**config.mk**
```make
export PLATFORM = sky130hd
export DESIGN_NAME = spi_flash_emu_flat
export DESIGN_NICKNAME = d
export VERILOG_FILES = /design/src/rtl/spi_flash_emu_if.sv /design/src/rtl/spi_flash_emu.sv /design/src/flat_wrapper.sv
export SDC_FILE = /design/constraint.sdc
export NUM_CORES = 1
export LEC_CHECK = 0
export CORE_AREA = 4 4 99 101
export CTS_CLUSTER_DIAMETER = 120
export DETAILED_ROUTE_END_ITERATION = 10
export DIE_AREA = 0 0 103 105
export PLACE_DENSITY = 0.72
export REMOVE_ABC_BUFFERS = 1
export SYNTH_ARGS = -nofsm -noshare
export SYNTH_HDL_FRONTEND = slang
export SYNTH_SLANG_ARGS = --single-unit
export TNS_END_PERCENT = 50
```
**constraint.sdc**
```tcl
create_clock -name core_clk -period 2.2 [get_ports core_clk]
set_input_delay 0.44 -clock core_clk [delete_from_list [all_inputs] [get_ports core_clk]]
set_output_delay 0.44 -clock core_clk [all_outputs]
set_load 0.05 [all_outputs]
```
**src/rtl/spi_flash_emu_if.sv**
```systemverilog
`default_nettype none
// ============================================================================
//  Module      : spi_flash_emu_if
//  Description : Bundles the SPI flash pins, the backing-memory read port and
//                the command status outputs of the SPI flash emulator.
//  Revision    : 1.0 - initial release
// ============================================================================
interface spi_flash_emu_if #(
   parameter int MEM_AW = 16
) ();

   // SPI side (driven by the external SPI master)
   logic              flash_csb;
   logic              flash_clk;
   logic              flash_io0_di;
   logic              flash_io1_do;
   logic              flash_io1_oeb;

   // Backing memory read port
   logic [MEM_AW-1:0] mem_addr;
   logic              mem_rd;
   logic [7:0]        mem_rdata;

   // Command status
   logic [7:0]        last_cmd;
   logic              cmd_unsupported;

   // The emulator itself
   modport slave (
      input  flash_csb,
      input  flash_clk,
      input  flash_io0_di,
      input  mem_rdata,
      output flash_io1_do,
      output flash_io1_oeb,
      output mem_addr,
      output mem_rd,
      output last_cmd,
      output cmd_unsupported
   );

   // The environment: SPI master plus backing memory
   modport master (
      output flash_csb,
      output flash_clk,
      output flash_io0_di,
      output mem_rdata,
      input  flash_io1_do,
      input  flash_io1_oeb,
      input  mem_addr,
      input  mem_rd,
      input  last_cmd,
      input  cmd_unsupported
   );

endinterface
`default_nettype wire

```
**src/rtl/spi_flash_emu.sv**
```systemverilog
`default_nettype none
// ============================================================================
//  Module      : spi_flash_emu
//  Description : SPI (mode 0) serial flash emulator running entirely in the
//                core_clk domain. Supports READ (03), FAST READ (0B) and
//                READ JEDEC ID (9F); other commands are flagged and ignored.
//                Read data comes from an external byte-wide memory with a
//                one-cycle read latency.
//  Revision    : 1.0 - initial release
// ============================================================================
module spi_flash_emu #(
   parameter int          MEM_AW   = 16,
   parameter logic [23:0] JEDEC_ID = 24'hEF4016
) (
   input  logic               core_clk,
   input  logic               core_rstn,
   spi_flash_emu_if.slave     bus
);

   // Width of the input shift register: enough history to rebuild either the
   // command byte or the low MEM_AW address bits together with the bit being
   // sampled. Address bits above MEM_AW simply fall off the top.
   localparam int SHW = (MEM_AW - 1 > 7) ? (MEM_AW - 1) : 7;

   typedef enum logic [2:0] {
      S_IDLE   = 3'd0,
      S_CMD    = 3'd1,
      S_ADDR   = 3'd2,
      S_DUMMY  = 3'd3,
      S_DATA   = 3'd4,
      S_ID     = 3'd5,
      S_IGNORE = 3'd6
   } state_t;

   // ------------------------------------------------------------------------
   // Synchronisers and edge-detect history
   // ------------------------------------------------------------------------
   logic csb_meta_q, csb_sync_q, csb_prev_q;
   logic clk_meta_q, clk_sync_q, clk_prev_q;
   logic io0_meta_q, io0_sync_q;

   // Protocol state
   state_t            state_q,    state_d;
   logic [4:0]        bitcnt_q,   bitcnt_d;
   logic [2:0]        outcnt_q,   outcnt_d;
   logic [SHW-1:0]    shin_q,     shin_d;
   logic [7:0]        sout_q,     sout_d;
   logic [23:0]       id_sr_q,    id_sr_d;
   logic [MEM_AW-1:0] addr_q,     addr_d;
   logic              fast_q,     fast_d;
   logic              do_q,       do_d;
   logic              mem_rd_q,   mem_rd_d;
   logic [MEM_AW-1:0] mem_addr_q, mem_addr_d;
   logic              rd_pend_q,  rd_pend_d;
   logic [7:0]        last_cmd_q, last_cmd_d;
   logic              unsup_q,    unsup_d;

   // Edge strobes on the synchronised pins. SPI clock edges only count while
   // the synchronised chip select is low, which also makes a csb rise win
   // over a clock edge landing in the same core_clk.
   logic              w_csb_fall;
   logic              w_csb_rise;
   logic              w_clk_rise;
   logic              w_clk_fall;
   logic [7:0]        w_cmd;
   logic [MEM_AW-1:0] w_addr;

   assign w_csb_fall = csb_prev_q & ~csb_sync_q;
   assign w_csb_rise = ~csb_prev_q & csb_sync_q;
   assign w_clk_rise = ~clk_prev_q & clk_sync_q & ~csb_sync_q;
   assign w_clk_fall = clk_prev_q & ~clk_sync_q & ~csb_sync_q;

   // Byte/address as they will look once the bit sampled this cycle is in
   assign w_cmd  = {shin_q[6:0], io0_sync_q};
   assign w_addr = {shin_q[MEM_AW-2:0], io0_sync_q};

   // Two-flop synchronisers plus one history flop for csb/clk edge detection
   always_ff @(posedge core_clk or negedge core_rstn) begin
      if (!core_rstn) begin
         csb_meta_q <= 1'b1;
         csb_sync_q <= 1'b1;
         csb_prev_q <= 1'b1;
         clk_meta_q <= 1'b0;
         clk_sync_q <= 1'b0;
         clk_prev_q <= 1'b0;
         io0_meta_q <= 1'b0;
         io0_sync_q <= 1'b0;
      end else begin
         csb_meta_q <= bus.flash_csb;
         csb_sync_q <= csb_meta_q;
         csb_prev_q <= csb_sync_q;
         clk_meta_q <= bus.flash_clk;
         clk_sync_q <= clk_meta_q;
         clk_prev_q <= clk_sync_q;
         io0_meta_q <= bus.flash_io0_di;
         io0_sync_q <= io0_meta_q;
      end
   end

   // State and datapath registers
   always_ff @(posedge core_clk or negedge core_rstn) begin
      if (!core_rstn) begin
         state_q    <= S_IDLE;
         bitcnt_q   <= 5'd0;
         outcnt_q   <= 3'd0;
         shin_q     <= '0;
         sout_q     <= 8'h00;
         id_sr_q    <= 24'h000000;
         addr_q     <= '0;
         fast_q     <= 1'b0;
         do_q       <= 1'b0;
         mem_rd_q   <= 1'b0;
         mem_addr_q <= '0;
         rd_pend_q  <= 1'b0;
         last_cmd_q <= 8'h00;
         unsup_q    <= 1'b0;
      end else begin
         state_q    <= state_d;
         bitcnt_q   <= bitcnt_d;
         outcnt_q   <= outcnt_d;
         shin_q     <= shin_d;
         sout_q     <= sout_d;
         id_sr_q    <= id_sr_d;
         addr_q     <= addr_d;
         fast_q     <= fast_d;
         do_q       <= do_d;
         mem_rd_q   <= mem_rd_d;
         mem_addr_q <= mem_addr_d;
         rd_pend_q  <= rd_pend_d;
         last_cmd_q <= last_cmd_d;
         unsup_q    <= unsup_d;
      end
   end

   // Next-state and datapath logic for the command/address/data sequencer
   always_comb begin
      state_d    = state_q;
      bitcnt_d   = bitcnt_q;
      outcnt_d   = outcnt_q;
      shin_d     = shin_q;
      sout_d     = sout_q;
      id_sr_d    = id_sr_q;
      addr_d     = addr_q;
      fast_d     = fast_q;
      do_d       = do_q;
      mem_rd_d   = 1'b0;
      mem_addr_d = mem_addr_q;
      rd_pend_d  = mem_rd_q;
      last_cmd_d = last_cmd_q;
      unsup_d    = 1'b0;

      // Read data is valid the cycle after the strobe; it lands in the output
      // shift register well before the next SPI falling edge can use it.
      if (rd_pend_q) begin
         sout_d = bus.mem_rdata;
      end

      if (w_csb_rise) begin
         state_d  = S_IDLE;
         bitcnt_d = 5'd0;
         outcnt_d = 3'd0;
         fast_d   = 1'b0;
         do_d     = 1'b0;
      end else if (w_csb_fall) begin
         state_d  = S_CMD;
         bitcnt_d = 5'd0;
         outcnt_d = 3'd0;
         fast_d   = 1'b0;
         do_d     = 1'b0;
      end else begin
         case (state_q)
            S_CMD: begin
               if (w_clk_rise) begin
                  shin_d   = {shin_q[SHW-2:0], io0_sync_q};
                  bitcnt_d = bitcnt_q + 5'd1;
                  if (bitcnt_q == 5'd7) begin
                     bitcnt_d   = 5'd0;
                     last_cmd_d = w_cmd;
                     case (w_cmd)
                        8'h03: state_d = S_ADDR;
                        8'h0B: begin
                           state_d = S_ADDR;
                           fast_d  = 1'b1;
                        end
                        8'h9F: begin
                           state_d = S_ID;
                           id_sr_d = JEDEC_ID;
                        end
                        default: begin
                           state_d = S_IGNORE;
                           unsup_d = 1'b1;
                        end
                     endcase
                  end
               end
            end

            S_ADDR: begin
               if (w_clk_rise) begin
                  shin_d   = {shin_q[SHW-2:0], io0_sync_q};
                  bitcnt_d = bitcnt_q + 5'd1;
                  if (bitcnt_q == 5'd23) begin
                     bitcnt_d   = 5'd0;
                     outcnt_d   = 3'd0;
                     addr_d     = w_addr;
                     mem_addr_d = w_addr;
                     mem_rd_d   = 1'b1;
                     state_d    = fast_q ? S_DUMMY : S_DATA;
                  end
               end
            end

            S_DUMMY: begin
               if (w_clk_rise) begin
                  bitcnt_d = bitcnt_q + 5'd1;
                  if (bitcnt_q == 5'd7) begin
                     bitcnt_d = 5'd0;
                     state_d  = S_DATA;
                  end
               end
            end

            S_DATA: begin
               if (w_clk_fall) begin
                  do_d     = sout_q[7];
                  sout_d   = {sout_q[6:0], 1'b0};
                  outcnt_d = outcnt_q + 3'd1;
                  // Bit 0 is going out now: prefetch the following byte,
                  // wrapping naturally at the top of the address space.
                  if (outcnt_q == 3'd7) begin
                     addr_d     = addr_q + 1'b1;
                     mem_addr_d = addr_q + 1'b1;
                     mem_rd_d   = 1'b1;
                  end
               end
            end

            S_ID: begin
               // Zeros shift in behind the ID, so the tail of the
               // transaction reads as 0.
               if (w_clk_fall) begin
                  do_d    = id_sr_q[23];
                  id_sr_d = {id_sr_q[22:0], 1'b0};
               end
            end

            default: ;
         endcase
      end
   end

   assign bus.flash_io1_do    = do_q;
   assign bus.flash_io1_oeb   = ~((state_q == S_DATA) | (state_q == S_ID));
   assign bus.mem_addr        = mem_addr_q;
   assign bus.mem_rd          = mem_rd_q;
   assign bus.last_cmd        = last_cmd_q;
   assign bus.cmd_unsupported = unsup_q;

endmodule
`default_nettype wire

```
**src/flat_wrapper.sv**
```systemverilog
// flat-port wrapper written by rule: the top's interface ports become plain ports
module spi_flash_emu_flat 
#(
   parameter int          MEM_AW   = 16,
   parameter logic [23:0] JEDEC_ID = 24'hEF4016
)
  (core_clk, core_rstn, bus_flash_csb, bus_flash_clk, bus_flash_io0_di, bus_mem_rdata, bus_flash_io1_do, bus_flash_io1_oeb, bus_mem_addr, bus_mem_rd, bus_last_cmd, bus_cmd_unsupported);
  spi_flash_emu_if #(.MEM_AW(MEM_AW)) bus_i ();
  input  logic core_clk;
  input  logic core_rstn;
  input wire logic [$bits(bus_i.flash_csb)-1:0] bus_flash_csb;
  input wire logic [$bits(bus_i.flash_clk)-1:0] bus_flash_clk;
  input wire logic [$bits(bus_i.flash_io0_di)-1:0] bus_flash_io0_di;
  input wire logic [$bits(bus_i.mem_rdata)-1:0] bus_mem_rdata;
  output wire logic [$bits(bus_i.flash_io1_do)-1:0] bus_flash_io1_do;
  output wire logic [$bits(bus_i.flash_io1_oeb)-1:0] bus_flash_io1_oeb;
  output wire logic [$bits(bus_i.mem_addr)-1:0] bus_mem_addr;
  output wire logic [$bits(bus_i.mem_rd)-1:0] bus_mem_rd;
  output wire logic [$bits(bus_i.last_cmd)-1:0] bus_last_cmd;
  output wire logic [$bits(bus_i.cmd_unsupported)-1:0] bus_cmd_unsupported;
  assign bus_i.flash_csb = bus_flash_csb;
  assign bus_i.flash_clk = bus_flash_clk;
  assign bus_i.flash_io0_di = bus_flash_io0_di;
  assign bus_i.mem_rdata = bus_mem_rdata;
  assign bus_flash_io1_do = bus_i.flash_io1_do;
  assign bus_flash_io1_oeb = bus_i.flash_io1_oeb;
  assign bus_mem_addr = bus_i.mem_addr;
  assign bus_mem_rd = bus_i.mem_rd;
  assign bus_last_cmd = bus_i.last_cmd;
  assign bus_cmd_unsupported = bus_i.cmd_unsupported;
  spi_flash_emu #(.MEM_AW(MEM_AW), .JEDEC_ID(JEDEC_ID)) u_core (.core_clk(core_clk), .core_rstn(core_rstn), .bus(bus_i));
endmodule
```
==> summary.md <==
| Metric | Value |
|---|---|
| Ys async rst share | 100.0% |
| Register bit count reported by yosys | 94 |
| Die area | 0.01082 mm^2 |
| Clock sinks | 94 |
| Combinational Power Share | 35.9% |
| H-tree levels | 3 |
| Vias in the first global route | 3090 |
| Post-synth EDFFs | 0 |
| Filler cells | 782 |
| Fin. max-slew vios | 0 |
| Final core occ | 56.52% |
| Ratio of cells with drive above 1 in the final layout | 18.20% |
| Site row count | 35 |
| Average routed wire per standard cell | 16.11 um |
| Min-Delay Path Class | flop to flop |
| First-pass GRT wire length | 15.11 mm |
| Mux share of post-synthesis cell area | 9.345% |
| Yosys warns | 0 |
| Post-Place Cell Area | 0.004891 mm^2 |
| I/O Buffers | 40 |
| Setup Skew | 12.47 ps |
| Slowest cell on crit path | clkdlybuf4s50_1 |
| Detailed Routing Iterations Pass 1 | 5 |
| DRT antenna net count | 0 |
| Unique masters post-synth | 63 |
| Hold path depth | 0 |
| Global Route Usage Sum | 17.61% |
| Synthesized area | 0.004338 mm^2 |
| Dpl hpwl | 6.043 mm |
| Final setup violating endpoints | 0 |
| Worst vdd ir | 0.3726 mV |
| Initial antenna violation count | 0 |
| Compound-Gate Fraction of Synth Area | 16.73% |
| Share of power burned in registers | 44.4% |
| Nets@finish | 448 |
| Die Y | 105 um |
| DRC Markers | 0 |
| P_leak | 2.176 nW |
| Area Overhead vs Synth | 17.54% |
| Die W | 103 um |
| Most frequent cells in the layout | dfrtp_1, clkdlybuf4s50_1, mux2_2 |
| Buffers & Inverters on Critical Path | 1 |
| Arr. time, crit path | 1690 ps |
| Clk_lat worst skew | 360 ps |
| Clk buf depth | 2 |
| RSZ-0062 raised after global routing | no |
| Crit path time final | 2127 ps |
| Worst Tran Pin Value | 567.4 ps |
| Max stage delay on crit path | 850 ps |
| Reg2Reg Depth | 6 |
| Worst relative slew slack | 62.09% |
| Largest net degree at the start of global routing | 39 |
| Psw | 2.125 mW |
| Startpoint Class | flop |
| CTS Buf Count | 9 |
| Cell internal pwr | 3.289 mW |
| Critical path type | flop to output port |
| Sw Share | 39.25% |
| Outcome | finished, final reports clean |
| Initial DRC count | 224 |
| Post-Syn Instances | 382 |
| Clk Tree Root Cell | clkbuf_8 |
| Avg Synthesized Cell Area | 11.36 um^2 |
| Finished Cell Area | 0.005099 mm^2 |
| Overall Power | 5.415 mW |
| Critical-path cell list | clkdlybuf4s50_1 |
| Core ar. | 0.009021 mm^2 |
| Critical path required time | 1760 ps |
| Vias | 3128 |
| Gpl congestion | 0.8873 |
| Vias per cell | 5.739 |
| Pwr Density | 1062 mW/mm^2 |
| Synth Area in Simple Gates | 13.93% |
| CP top delay family | buffers and inverters |
| Most common cell after layout, fill and taps aside | dfrtp_1 |
| Clock transition at path regs | 100 ps |
| # diodes | 0 |
| Max cap viols | 0 |
| # IOs | 41 |
| Post-synthesis sequential area ratio | 54.31% |
| Power share of the clock group | 19.7% |
| Largest family of logic cells by synthesized area | compound AO/OA/AOI/OAI gates |
| DRT Wirelength | 8.778 mm |
| CTS tree | yes |
| Period utilization | 96.69% |
| Post-CTS Setup Repair Bufs | 0 |
| Synth Area in Adders | 1.731% |
| Initial Utilization | 48.09% |
| CP endpoint kind | output port |
| Post-Synth XOR/XNOR Area | 0.6057% |
| Worst path depth | 1 |
| Dominant synthesized flop cell | dfrtp_1 |
| Fmax | 0.4701 GHz |
| GRT overflow | 0 |
| CP Max Fanout | 7 |
| Fin. Hold Viols | 0 |
[state kept, by name (all words and copies together), names as in the netlist, 3 cells and up]
register	flops
u_core.bus.last_cmd	8
u_core.state_q	3
u_core.sout_q	8
u_core.id_sr_q	23
u_core.shin_q	15
u_core.outcnt_q	3
u_core.bus.mem_addr	16
u_core.bitcnt_q	5
[power groups by stage]
stage	Clock [mW]	Combinational [mW]	Sequential, mW
3_3_place_gp	0	1.89	2.42
2_1_floorplan	0	0.885	2.78
5_1_grt	1.17	2.11	2.46
4_1_cts	1.10	1.95	2.40
3_5_place_dp	0	1.93	2.43
6_report	1.07	1.95	2.40
[synthesized netlist by cell type (3+ instances only)]
| cell | count | share of area (%) |
|---|---|---|
| dfrtp_1 | 91 | 52 |
| mux2_2 | 27 | 7.0 |
| a21oi_1 | 26 | 3.0 |
| nor2_1 | 26 | 2.2 |
| nand2_1 | 25 | 2.2 |
| o21ai_0 | 20 | 2.3 |
| a22o_1 | 14 | 2.8 |
| buf_2 | 11 | 1.3 |
| nand3_1 | 11 | 1.3 |
| o22a_1 | 11 | 2.2 |
| inv_1 | 9 | 0.78 |
| mux2i_1 | 9 | 2.1 |
| ha_1 | 6 | 1.7 |
| a2bb2oi_1 | 5 | 1.0 |
| a31oi_1 | 5 | 0.72 |
| nand4_1 | 5 | 0.72 |
| nand2b_1 | 4 | 0.58 |
| nor3b_1 | 4 | 0.69 |
| o22ai_1 | 4 | 0.58 |
| and2_1 | 3 | 0.43 |
| and3_1 | 3 | 0.43 |
| and4_1 | 3 | 0.61 |
| clkbuf_1 | 3 | 0.26 |
| dfstp_2 | 3 | 1.8 |
| nor3_1 | 3 | 0.35 |
| nor4_1 | 3 | 0.43 |
[cells by family (layout without fill, tap and decap cells)]
logic type | after synthesis | after routing
adder cells (fa/ha/maj) | 6 | 6
buffers and inverters | 29 | 81
multiplexers | 37 | 37
flip-flops | 94 | 94
AO/OA/AOI/OAI | 106 | 106
AND/OR/NAND/NOR | 107 | 107
XOR/XNOR | 3 | 3
[stage by stage]
stage	cells	TNS, ps	worst slack (ps)	hold WS, ps
finish	545	0	72.83	354.2
global route	545	0	2.580	369.4
CTS	545	0	51.78	355.7
detailed placement	528	0	139.9	334.7
global placement	528	0	220.8	333.1
floorplan	362	-16930	-1040	144.4
[layer usage]
layer | global-route usage (%) | wire [um]
met5 | 0 | 0
met2 | 26.08 | 4100
met4 | 8.511 | 201
met1 | 25.03 | 4145
met3 | 2.737 | 330
[final cells by class]
type                    count  area [um^2]  area share (%)
well taps                 111        138.9           2.724
repair buffers             56        533.0           10.45
inverters                   9        33.78          0.6626
flip-flops and latches     94         2356           46.21
clock inverters             6        43.79          0.8589
clock buffers              10        137.6           2.699
multi-input cells         259         1856           36.39
[repair_timing]
| action | CTS | global route |
|---|---|---|
| gates resized for setup | 0 | 5 |
| endpoints found under the setup margin | 0 | 31 |
| hold endpoints to repair | 7 | 0 |
| hold buffers | 1 | 0 |
[final timing paths]
path	slack (ps)	end	start
max in group asynchronous	960	u_core.bitcnt_q[3]	core_rstn
min in group asynchronous	530	u_core.bus.mem_addr[10]	core_rstn
max	70	bus_mem_addr[3]	u_core.bus.mem_addr[3]
min	350	u_core.clk_sync_q	u_core.clk_meta_q
min reg2reg	350	u_core.clk_sync_q	u_core.clk_meta_q
max reg2reg	180	u_core.bus.mem_addr[10]	u_core.bitcnt_q[0]
(Power assumes the default switching activity.)
